File: config.mk
export PLATFORM = sky130hd
export DESIGN_NAME = chan_select
export DESIGN_NICKNAME = d
export VERILOG_FILES = /design/src/rtl/chan_select.sv
export SDC_FILE = /design/constraint.sdc
export NUM_CORES = 1
export LEC_CHECK = 0
export BUFFER_PORTS_ARGS = -buffer_cell sky130_fd_sc_hd__buf_2
export CAP_MARGIN = 20
export CORE_MARGIN = 8
export CORE_UTILIZATION = 52
export CTS_BUF_LIST = sky130_fd_sc_hd__clkbuf_16
export CTS_CLUSTER_SIZE = 28
export DETAILED_ROUTE_END_ITERATION = 6
export PLACE_DENSITY = 0.77
export SLEW_MARGIN = 0
export SYNTH_ARGS = -nofsm -noshare
export SYNTH_HDL_FRONTEND = slang
export SYNTH_SLANG_ARGS = --single-unit
File: constraint.sdc
create_clock -name clk -period 8.4 [get_ports clk]
set_input_delay 0.42 -clock clk [delete_from_list [all_inputs] [get_ports clk]]
set_output_delay 0.42 -clock clk [all_outputs]
set_load 0.01 [all_outputs]
File: src/rtl/chan_select.sv
// chan_select: forwards the host-selected bins of each channelizer frame as one
// output packet, and counts beats where tlast disagrees with the bin count.
module chan_select #(
   parameter int          NUM_CHAN     = 128,
   parameter int          WIDTH        = 32,
   parameter logic [7:0]  SR_MASK_BASE = 8'd160
) (
   input  logic                clk,
   input  logic                reset,
   input  logic                set_stb,
   input  logic [7:0]          set_addr,
   input  logic [31:0]         set_data,
   input  logic [WIDTH-1:0]    i_tdata,
   input  logic                i_tlast,
   input  logic                i_tvalid,
   output logic                i_tready,
   output logic [WIDTH-1:0]    o_tdata,
   output logic                o_tlast,
   output logic                o_tvalid,
   input  logic                o_tready,
   output logic [15:0]         sync_err_cnt,
   output logic [NUM_CHAN-1:0] active_mask
);
   localparam int            BW       = $clog2(NUM_CHAN);
   localparam int            NWORDS   = (NUM_CHAN + 31) / 32;
   localparam logic [BW-1:0] LAST_BIN = BW'(NUM_CHAN - 1);

   logic [NUM_CHAN-1:0] r_shadow;
   logic [NUM_CHAN-1:0] r_active;
   logic [BW-1:0]       r_bin;
   logic [BW-1:0]       r_last_sel;
   logic [15:0]         r_err_cnt;
   logic                r_o_tvalid;
   logic                r_o_tlast;
   logic [WIDTH-1:0]    r_o_tdata;

   logic [NWORDS-1:0]   w_word_hit;
   logic [BW-1:0]       w_shadow_top;
   logic [NUM_CHAN-1:0] w_mask;
   logic [BW-1:0]       w_last_sel;
   logic                w_accept;
   logic                w_bin_last;
   logic                w_frame_end;
   logic                w_err;
   logic                w_sel;

   always_comb begin
      for (int k = 0; k < NWORDS; k++) begin
         w_word_hit[k] = set_stb && (set_addr == 8'(SR_MASK_BASE + k));
      end
   end

   always_comb begin
      w_shadow_top = '0;
      for (int b = 0; b < NUM_CHAN; b++) begin
         if (r_shadow[b]) w_shadow_top = BW'(b);
      end
   end

   // On bin 0 the shadow is committed this very cycle, so it also governs that beat.
   assign w_mask      = (r_bin == '0) ? r_shadow : r_active;
   assign w_last_sel  = (r_bin == '0) ? w_shadow_top : r_last_sel;
   assign w_sel       = w_mask[r_bin];
   assign i_tready    = ~r_o_tvalid | o_tready;
   assign w_accept    = i_tvalid & i_tready;
   assign w_bin_last  = (r_bin == LAST_BIN);
   assign w_frame_end = i_tlast | w_bin_last;
   assign w_err       = i_tlast ^ w_bin_last;

   always_ff @(posedge clk or posedge reset) begin
      if (reset) begin
         r_shadow <= '0;
      end else begin
         for (int b = 0; b < NUM_CHAN; b++) begin
            if (w_word_hit[b / 32]) r_shadow[b] <= set_data[b % 32];
         end
      end
   end

   always_ff @(posedge clk or posedge reset) begin
      if (reset) begin
         r_bin      <= '0;
         r_active   <= '0;
         r_last_sel <= '0;
         r_err_cnt  <= '0;
      end else if (w_accept) begin
         r_bin <= w_frame_end ? '0 : r_bin + BW'(1);
         if (r_bin == '0) begin
            r_active   <= r_shadow;
            r_last_sel <= w_shadow_top;
         end
         if (w_err && (r_err_cnt != 16'hFFFF)) r_err_cnt <= r_err_cnt + 16'd1;
      end
   end

   always_ff @(posedge clk or posedge reset) begin
      if (reset) begin
         r_o_tvalid <= 1'b0;
         r_o_tdata  <= '0;
         r_o_tlast  <= 1'b0;
      end else if (w_accept && w_sel) begin
         r_o_tvalid <= 1'b1;
         r_o_tdata  <= i_tdata;
         r_o_tlast  <= (r_bin == w_last_sel) | i_tlast;
      end else if (o_tready) begin
         r_o_tvalid <= 1'b0;
      end
   end

   assign o_tvalid     = r_o_tvalid;
   assign o_tdata      = r_o_tdata;
   assign o_tlast      = r_o_tlast;
   assign sync_err_cnt = r_err_cnt;
   assign active_mask  = r_active;

endmodule

==> results of run 1 <==
## cell type report
| type | count | area, um2 |
|---|---|---|
| well taps | 396 | 495 |
| diodes | 2 | 5.00 |
| fillers | 2496 | 11700 |
| clock buffers | 37 | 926 |
| flip-flops and latches | 320 | 8010 |
| inverters | 35 | 135 |
| multi-input cells | 1128 | 7670 |
| repair buffers | 276 | 1480 |
| clock inverters | 29 | 250 |
## sequential cells by signal, summed over array words and instances (netlist names)
name / count
active_mask: 128
r_shadow: 128
o_tdata: 32
sync_err_cnt: 16
r_bin: 7
r_last_sel: 7
o_tlast: 1
o_tvalid: 1
## stage by stage
stage,hold slack (ns),power (mW)
floorplan,0.447,2.65
global placement,0.464,3.08
detailed placement,0.470,3.11
CTS,0.114,4.69
global route,0.121,4.88
finish,0.0944,4.69
## per-layer routing
metal | share of wire (%) | GRT usage, % | wire length [um] | vias up
met1 | 38 | 39.7 | 21900 | 6892
met4 | 6.1 | 16.7 | 3480 | 4
li1 | - | - | - | 6029
met3 | 11 | 6.87 | 6260 | 191
met5 | 0.035 | 0 | 20 | -
met2 | 44 | 45.8 | 25200 | 907
## worst paths after layout
check / from / to / slack (ns) / cells after the start
worst min-delay path: reset / o_tdata[7] / 0.09 / 3
worst max-delay path: r_bin[0] / o_tdata[27] / 2.98 / 13
max in group asynchronous: reset / r_bin[1] / 6.68 / 4
worst max register to register: r_bin[0] / o_tdata[27] / 2.98 / 13
worst min register to register: r_last_sel[5] / r_last_sel[5] / 0.50 / 2
min in group clk: i_tdata[7] / o_tdata[7] / 0.13 / 2
## where the power goes
| part | switching, mW | internal (mW) | total, mW | leakage [nW] |
|---|---|---|---|---|
| Clock | 0.650 | 0.927 | 1.58 | 0.593 |
| Sequential | 0.212 | 1.75 | 1.96 | 4.26 |
| Combinational | 0.671 | 0.484 | 1.15 | 4.83 |
## layout by cell type, fill, tap and decap left out, drive strengths merged, types with 6 or more instances in the layout
master / synthesis / routed
nor4: 32 / 32
clkbuf: 48 / 37
mux2: 152 / 152
mux4: 51 / 51
nand2: 423 / 423
o2111ai: 8 / 8
nand2b: 6 / 6
a21oi: 40 / 40
xor2: 7 / 7
nand3: 34 / 34
inv: 33 / 39
o211ai: 14 / 14
buf: 29 / 276
o21ai: 80 / 80
nor2b: 6 / 6
xnor2: 12 / 12
nand4: 10 / 10
mux2i: 16 / 16
and3: 9 / 9
dfrtp: 320 / 320
nor2: 87 / 87
nor3: 35 / 35
a2111oi: 7 / 7
o31ai: 12 / 12
a22oi: 7 / 7
or4: 9 / 9
a31oi: 14 / 14
clkinv: 2 / 17
## logic make-up (layout without fill, tap and decap cells)
family | after synthesis | in the layout | share of synthesized area (%)
adder cells (fa/ha/maj) | 4 | 4 | 0.309
other | 0 | 2 | 0
AND/OR/NAND/NOR | 667 | 667 | 17.6
AO/OA/AOI/OAI | 219 | 219 | 8.61
buffers and inverters | 112 | 377 | 3.33
XOR/XNOR | 19 | 19 | 1.03
flip-flops | 320 | 320 | 49.4
multiplexers | 219 | 219 | 19.6
## worst register-to-register path: cells and delay by family, from the launching register on
| kind | cells | cell delay, ns |
|---|---|---|
| compound gates | 4 | 0.70 |
| mux | 2 | 0.93 |
| flops | 1 | 0.34 |
| fa+ha+maj | 1 | 0.41 |
| simple gates | 3 | 1.26 |
| buf+inv | 3 | 1.64 |
==> out/results.ini, run 1 <==
[timing]
fin_crit_ns=5.42
setup_ws_ns=2.98
finalMaxSlewViolations=0
tns_ns=0
fin_crit_sh_pct=64.5
slew_headroom_pct=33.4
clock_skew_ns=0.0278
hold_viol=0
setup_viol=0
clock.fmax_ghz=0.185
rsz0062_at_grt=false
timing_worst_slew_pin_value_ns=0.999

[die]
die_h_um=192
fp.dieW_um=192
die_area_um2=37000
io_pins=257
initial_core_util_pct=52.8
core_area_um2=30700
rows=64

[yosys]
syn_area_per_cell_um2=10.4
yosys-top-cells-area=dfrtp_1 49%, nand2_1 9.8%, mux2_2 8.7%, mux4_2 5.0%, mux2_4 2.5%
synth_nets=1642
postSynthCellCount=1560
synth_top_area_share_pct=49.4
async_flop_share_pct=100
synth_cell_type_count=70
synth_area_um2=16200
synth_flop_cell=dfrtp_1
yosys.area.top_type=dfrtp_1
synth_edf_count=0
synth_common_cells=422 x nand2_1, 320 x dfrtp_1, 125 x mux2_2, 86 x nor2_1, 80 x o21ai_0
synth_most_common_cell=nand2_1
yosysWarnings=0
ys_seq_area_share_pct=49.4
ys_ff_latch=320

[cts]
clockRootBuffer=clkbuf_16
cts_setup_buffers=0
htreeDepth=2
cts_tree=done
cts_buffers=36
insertion_delay_ns=0.53
cts.sinks=320
clk_pin_slew_ns=0.06
cts_resized=0
cts_hold_buf=0
clockBufferDepth=3

[power_and_ir_drop]
peakVddDrop_v=0.000173
p_leak_nw=9.69
powerDensity_nw_per_um2=247

[final_layout]
post-route-util_pct=61.9
fin_nets=1879
area_delta_synth_final_pct=17.2
stdcell_area_um2=19000
layout-drive-gt1-share_pct=29.4
stdcell_count=2223

[routing]
drc=1
wl_um=56900
dr_total_vias=14000
drt-initial-drc-count=1500
dr.pass1.iters=7
post_drt_wl_per_cell_um=25.6
ant_nets=0
viasPerCell=6.31

[critical_path]
crit_slowest_cell=clkinv_1
worst_path_most_repeated_cell=buf_4
path_cells=buf_4 > clkinv_1 > ha_1 > nor4b_1 > nand2_2 > a2111oi_0 > mux4_2 > o211ai_2 > o211ai_1 > or4_4 > a31oi_4 > buf_4 > mux2_2
worstPathRequired_ns=8.79
max_stage_delay_ns=0.59
crit_family=buffers and inverters
worst_ep_arrival_time_ns=5.81
critPathBufInv=3
worstPathMaxFanout=49
critPathCaptureType=flip-flop
critical_path_class=flip-flop to flip-flop
critPathLaunchType=flip-flop

[placement]
placed_area_um2=17700
dp.cells=2153
dp_slack_ns=3.03
port_buffers=256
gp_congestion=1.01
hpwl_um=40400

[min_path]
worst_hold_path_type=primary input to asynchronous set/reset pin

[global_routing]
grt_pass1_wl_um=84700
grt_max_degree=169
grt_pass1_vias=13900
antenna_found_initial=4
groute.usage.overall_pct=30.2
overflow=0

[run_status]
status=finished, violations left
violations=design-rule violations

[run]
drv_cap=0

No activity file was read; power rests on OpenSTA's default activity.
==> run 2: changes to the inputs <==
CORE_UTILIZATION = 57   (was 52)
PLACE_DENSITY = 0.8   (was 0.77)
clock period = 5.4 ns   (was 8.4 ns; I/O delays follow)
==> out/results.ini, run 2 (synthesis gave the netlist of run 1 again) <==
[timing]
clock_skew_ns=0.0158
setup_viol=0
hold_viol=0
clock.fmax_ghz=0.223
fin_crit_sh_pct=83.2
tns_ns=0
rsz0062_at_grt=false
fin_crit_ns=4.49
finalMaxSlewViolations=0
setup_ws_ns=0.906
slew_headroom_pct=26.7
timing_worst_slew_pin_value_ns=1.10

[global_routing]
grtUsageMet3_pct=8.39
grt_pass1_vias=14000
groute.usage.overall_pct=34.4
grt_use_met2_pct=51.9
grt_max_degree=158
top_usage_layer=met2
gr-usage-met1_pct=45.0
overflow=0
grt_pass1_wl_um=88300
antenna_found_initial=4

[cts]
cts_tree=done
cts_resized=0
clk_pin_slew_ns=0.06
insertion_delay_ns=0.51
clockRootBuffer=clkbuf_16
clockBufferDepth=3
cts_setup_buffers=0
cts_buffers=35
cts.sinks=320
htreeDepth=2

[routing]
wl_um=59000
drt-initial-drc-count=1746
drc=0
viasPerCell=6.45
dr.pass1.iters=5
post_drt_wl_per_cell_um=26.5
dr_total_vias=14300
ant_nets=0

[die]
initial_core_util_pct=58.1
die_area_um2=34100
core_area_um2=27900
rows=61
fp.dieW_um=185
die_h_um=185
io_pins=257

[critical_path]
cp-startpoint=r_bin[3]
cp-endpoint=o_tdata[28]
worstPathMaxFanout=35
rrSetupSlack_ns=0.91
rr_worst_depth=11
critPathCaptureType=flip-flop
critPathLaunchType=flip-flop
r2r-end=o_tdata[28]
worst_ep_arrival_time_ns=4.88
r2r_start=r_bin[3]
worstPathRequired_ns=5.78
critical_path_class=flip-flop to flip-flop

[power_and_ir_drop]
switching_share_pct=33.2
internal_power_mw=4.76
switchingPower_mw=2.37
pwr-share-comb_pct=25.6
power_mw=7.13
p_clk_share_pct=31.4
p_leak_nw=9.73
p_seq_share_pct=43.0
peakVddDrop_v=0.000247
powerDensity_nw_per_um2=374

[placement]
gp_congestion=1.01
port_buffers=256
dp.cells=2139
dp_slack_ns=1.01
hpwl_um=41500

[final_layout]
fill_cells=2119
stdcell_count=2224
post-route-util_pct=68.5
regArea_um2=8010
area_delta_synth_final_pct=17.8
multi_input_comb_area_um2=7670
final_common_cell=nand2_1
fin_nets=1904
final_cell_mix=421 x nand2_1, 318 x dfrtp_1, 256 x buf_2
layout-drive-gt1-share_pct=28.7

[run_status]
status=finished, final reports clean

[min_path]
worst_hold_path_type=primary input to flip-flop

[run]
drv_cap=0

run 2: per-layer routing:
layer  vias to the layer above  routed length [um]
met4                         4                3530
li1                       6054                   -
met3                       182                7150
met2                      1075               26100
met1                      7029               22200
met5                         -                  34
run 2: worst min-delay path by stage:
stage,startpoint,end,slack [ns],cells after the start
after floorplan,set_data[14],r_shadow[14],0.39,2
after global routing,i_tdata[29],o_tdata[29],0.003,2
after detailed placement,reset,r_shadow[121],0.39,2
final,i_tdata[1],o_tdata[1],0.007,2
after global placement,reset,r_shadow[121],0.40,2
after CTS,i_tdata[18],o_tdata[18],0.0006,2
run 2: layout make-up:
cell class,count,area share [%]
clock buffer,37,4.86
tap,378,2.48
clock inverter,22,0.663
timing repair buffer,302,9.04
multi-input combinational,1128,40.2
sequential,320,42.0
inverter,35,0.709
antenna,2,0.0262
run 2: power groups by stage:
stage / registers, mW / logic [mW] / clock network, mW
global route: 3.10 / 1.95 / 2.35
global placement: 3.08 / 1.74 / 0
detailed placement: 3.08 / 1.78 / 0
CTS: 3.04 / 1.81 / 2.25
floorplan: 3.09 / 1.04 / 0
finish: 3.07 / 1.83 / 2.24
run 2: stage by stage:
stage               hold WS [ns]  instance area (um2)
finish                   0.00678                19100
global route             0.00291                19100
CTS                     0.000644                19100
detailed placement         0.393                17800
global placement           0.395                17800
floorplan                  0.387                16200
run 2: critical path, cell delays in order (launching register included):
cell and delay, ns:
dfrtp_1 0.58, or4b_1 0.74, nor2_4 0.17, buf_4 0.40, mux4_2 0.28, mux4_2 0.26
nor4_1 0.05, or4_1 0.46, or4_4 0.56, a31oi_4 0.18, buf_12 0.28, mux2_2 0.38
run 2: timing repair:
action | CTS | global route
hold buffers | 24 | 0
endpoints found under the hold margin | 50 | 0
setup endpoints to repair | 0 | 0
==> run 3: changes to the inputs <==
clock period = 4.2 ns   (was 5.4 ns; I/O delays follow)
==> out/results.ini, run 3 (synthesis gave the netlist of run 1 again) <==
[global_routing]
grt_max_degree=119
antenna_found_initial=6
groute.usage.overall_pct=34.1
grt_pass1_vias=14200
grt_pass1_wl_um=87900
overflow=0

[critical_path]
worstPathRequired_ns=4.58
rrSetupSlack_ns=0.12
worst_ep_arrival_time_ns=4.46
rr_worst_depth=13
critPathLaunchType=flip-flop
worstPathMaxFanout=19
critPathCaptureType=flip-flop
critical_path_class=flip-flop to flip-flop

[final_layout]
fin_nets=1938
final_cell_mix=421 x nand2_1, 318 x dfrtp_1, 256 x buf_2
stdcell_area_um2=19500
layout-drive-gt1-share_pct=29.6
area_delta_synth_final_pct=20.5
final_common_cell=nand2_1

[power_and_ir_drop]
peakVddDrop_v=0.000332
powerDensity_nw_per_um2=486
p_leak_nw=9.97
power_mw=9.48

[die]
initial_core_util_pct=58.1
rows=61
die_area_um2=34100
io_pins=257
core_area_um2=27900
fp.dieW_um=185
die_h_um=185

[placement]
gp_congestion=0.997
port_buffers=256
hpwl_um=40600
placed_area_um2=18000

[routing]
post_drt_wl_per_cell_um=25.7
dr_total_vias=14400
wl_um=58200
drc=0
viasPerCell=6.37
ant_nets=0
drt-initial-drc-count=1639
dr.pass1.iters=6

[timing]
clock_skew_ns=0.0215
clock.fmax_ghz=0.245
hold_viol=0
setup_viol=0
rsz0062_at_grt=false
finalMaxSlewViolations=0
slew_headroom_pct=36.0
tns_ns=0
fin_crit_sh_pct=97.1
fin_crit_ns=4.08
timing_worst_slew_pin_value_ns=0.952

[min_path]
hold_depth=2
worst_hold_path_type=primary input to flip-flop

[cts]
cts_buffers=35
htreeDepth=2
cts.sinks=320
insertion_delay_ns=0.52
cts_tree=done
cts_resized=0
clockRootBuffer=clkbuf_16
clk_pin_slew_ns=0.06
clockBufferDepth=3

[run]
drv_cap=0

[run_status]
status=finished, final reports clean

[run 3: cell types whose count changed in the layout (fill, tap and decap cells not counted)]
| cell | before | now |
|---|---|---|
| clkinv_2 | 4 | 5 |
| dlygate4sd3_1 | 24 | 35 |
| bufinv_16 | 1 | 5 |
| nor4b_1 | 3 | 2 |
| diode_2 | 2 | 4 |
| inv_2 | 1 | 0 |
| nor4b_2 | 0 | 1 |
| buf_4 | 19 | 40 |
| clkinv_4 | 1 | 0 |
| clkinv_1 | 10 | 7 |
| buf_12 | 3 | 5 |
| inv_1 | 37 | 40 |
| inv_4 | 0 | 1 |
[run 3: worst max-delay path, cell delays in order (launching register included)]
cell,delay (ns)
dfrtp_2,0.43
inv_4,0.06
ha_1,0.15
or4b_1,0.55
nor2_4,0.22
buf_4,0.22
mux2i_1,0.10
mux4_2,0.50
o211ai_2,0.21
o211ai_1,0.14
or4_4,0.51
a31oi_4,0.29
buf_12,0.23
mux2_2,0.36
[run 3: metal layers]
layer / GRT usage (%) / wire, um / part of all wire (%) / vias up
met2: 52.4 / 26100 / 45 / 1043
met1: 43.9 / 21300 / 37 / 7010
li1: - / - / - / 6146
met3: 8.72 / 7300 / 13 / 216
met4: 18.2 / 3450 / 5.9 / 8
met5: 0 / 50 / 0.086 / -
[run 3: final cells by class]
class	count	area, um2
repair buffers	336	2030
multi-input cells	1128	7680
diodes	4	10.0
inverters	35	138
well taps	378	473
clock buffers	37	926
fillers	2032	8350
clock inverters	26	243
flip-flops and latches	320	8010
[run 3: report_power, final]
part	switching (mW)	leakage, nW	internal, mW
logic	1.37	5.10	1.03
clock network	1.24	0.602	1.90
registers	0.443	4.26	3.49
total	3.05	9.97	6.42
[run 3: metrics by stage]
| step | util [%] | std cells | hold slack [ns] | setup slack [ns] |
|---|---|---|---|---|
| 2_1_floorplan | - | 1560 | 0.327 | -0.277 |
| 3_3_place_gp | 64.5 | 2159 | 0.394 | 0.164 |
| 3_5_place_dp | 64.5 | 2159 | 0.411 | 0.0362 |
| 4_1_cts | 69.9 | 2257 | 0.0126 | 0.0253 |
| 5_1_grt | 70.0 | 2262 | 0.0154 | 0.0630 |
| 6_report | 70.0 | 2264 | 0.0222 | 0.120 |
[run 3: repair_timing]
item	in CTS	in global routing
hold endpoints to repair	66	0
endpoints found under the setup margin	0	32
hold buffers	35	0
setup buffers	0	3
[run 3: final timing paths]
path	startpoint	to
max	r_bin[1]	o_tdata[28]
min reg2reg	r_last_sel[5]	r_last_sel[5]
max reg2reg	r_bin[1]	o_tdata[28]
min	set_data[6]	r_shadow[70]
min in group asynchronous	reset	o_tdata[26]
max in group asynchronous	reset	active_mask[45]
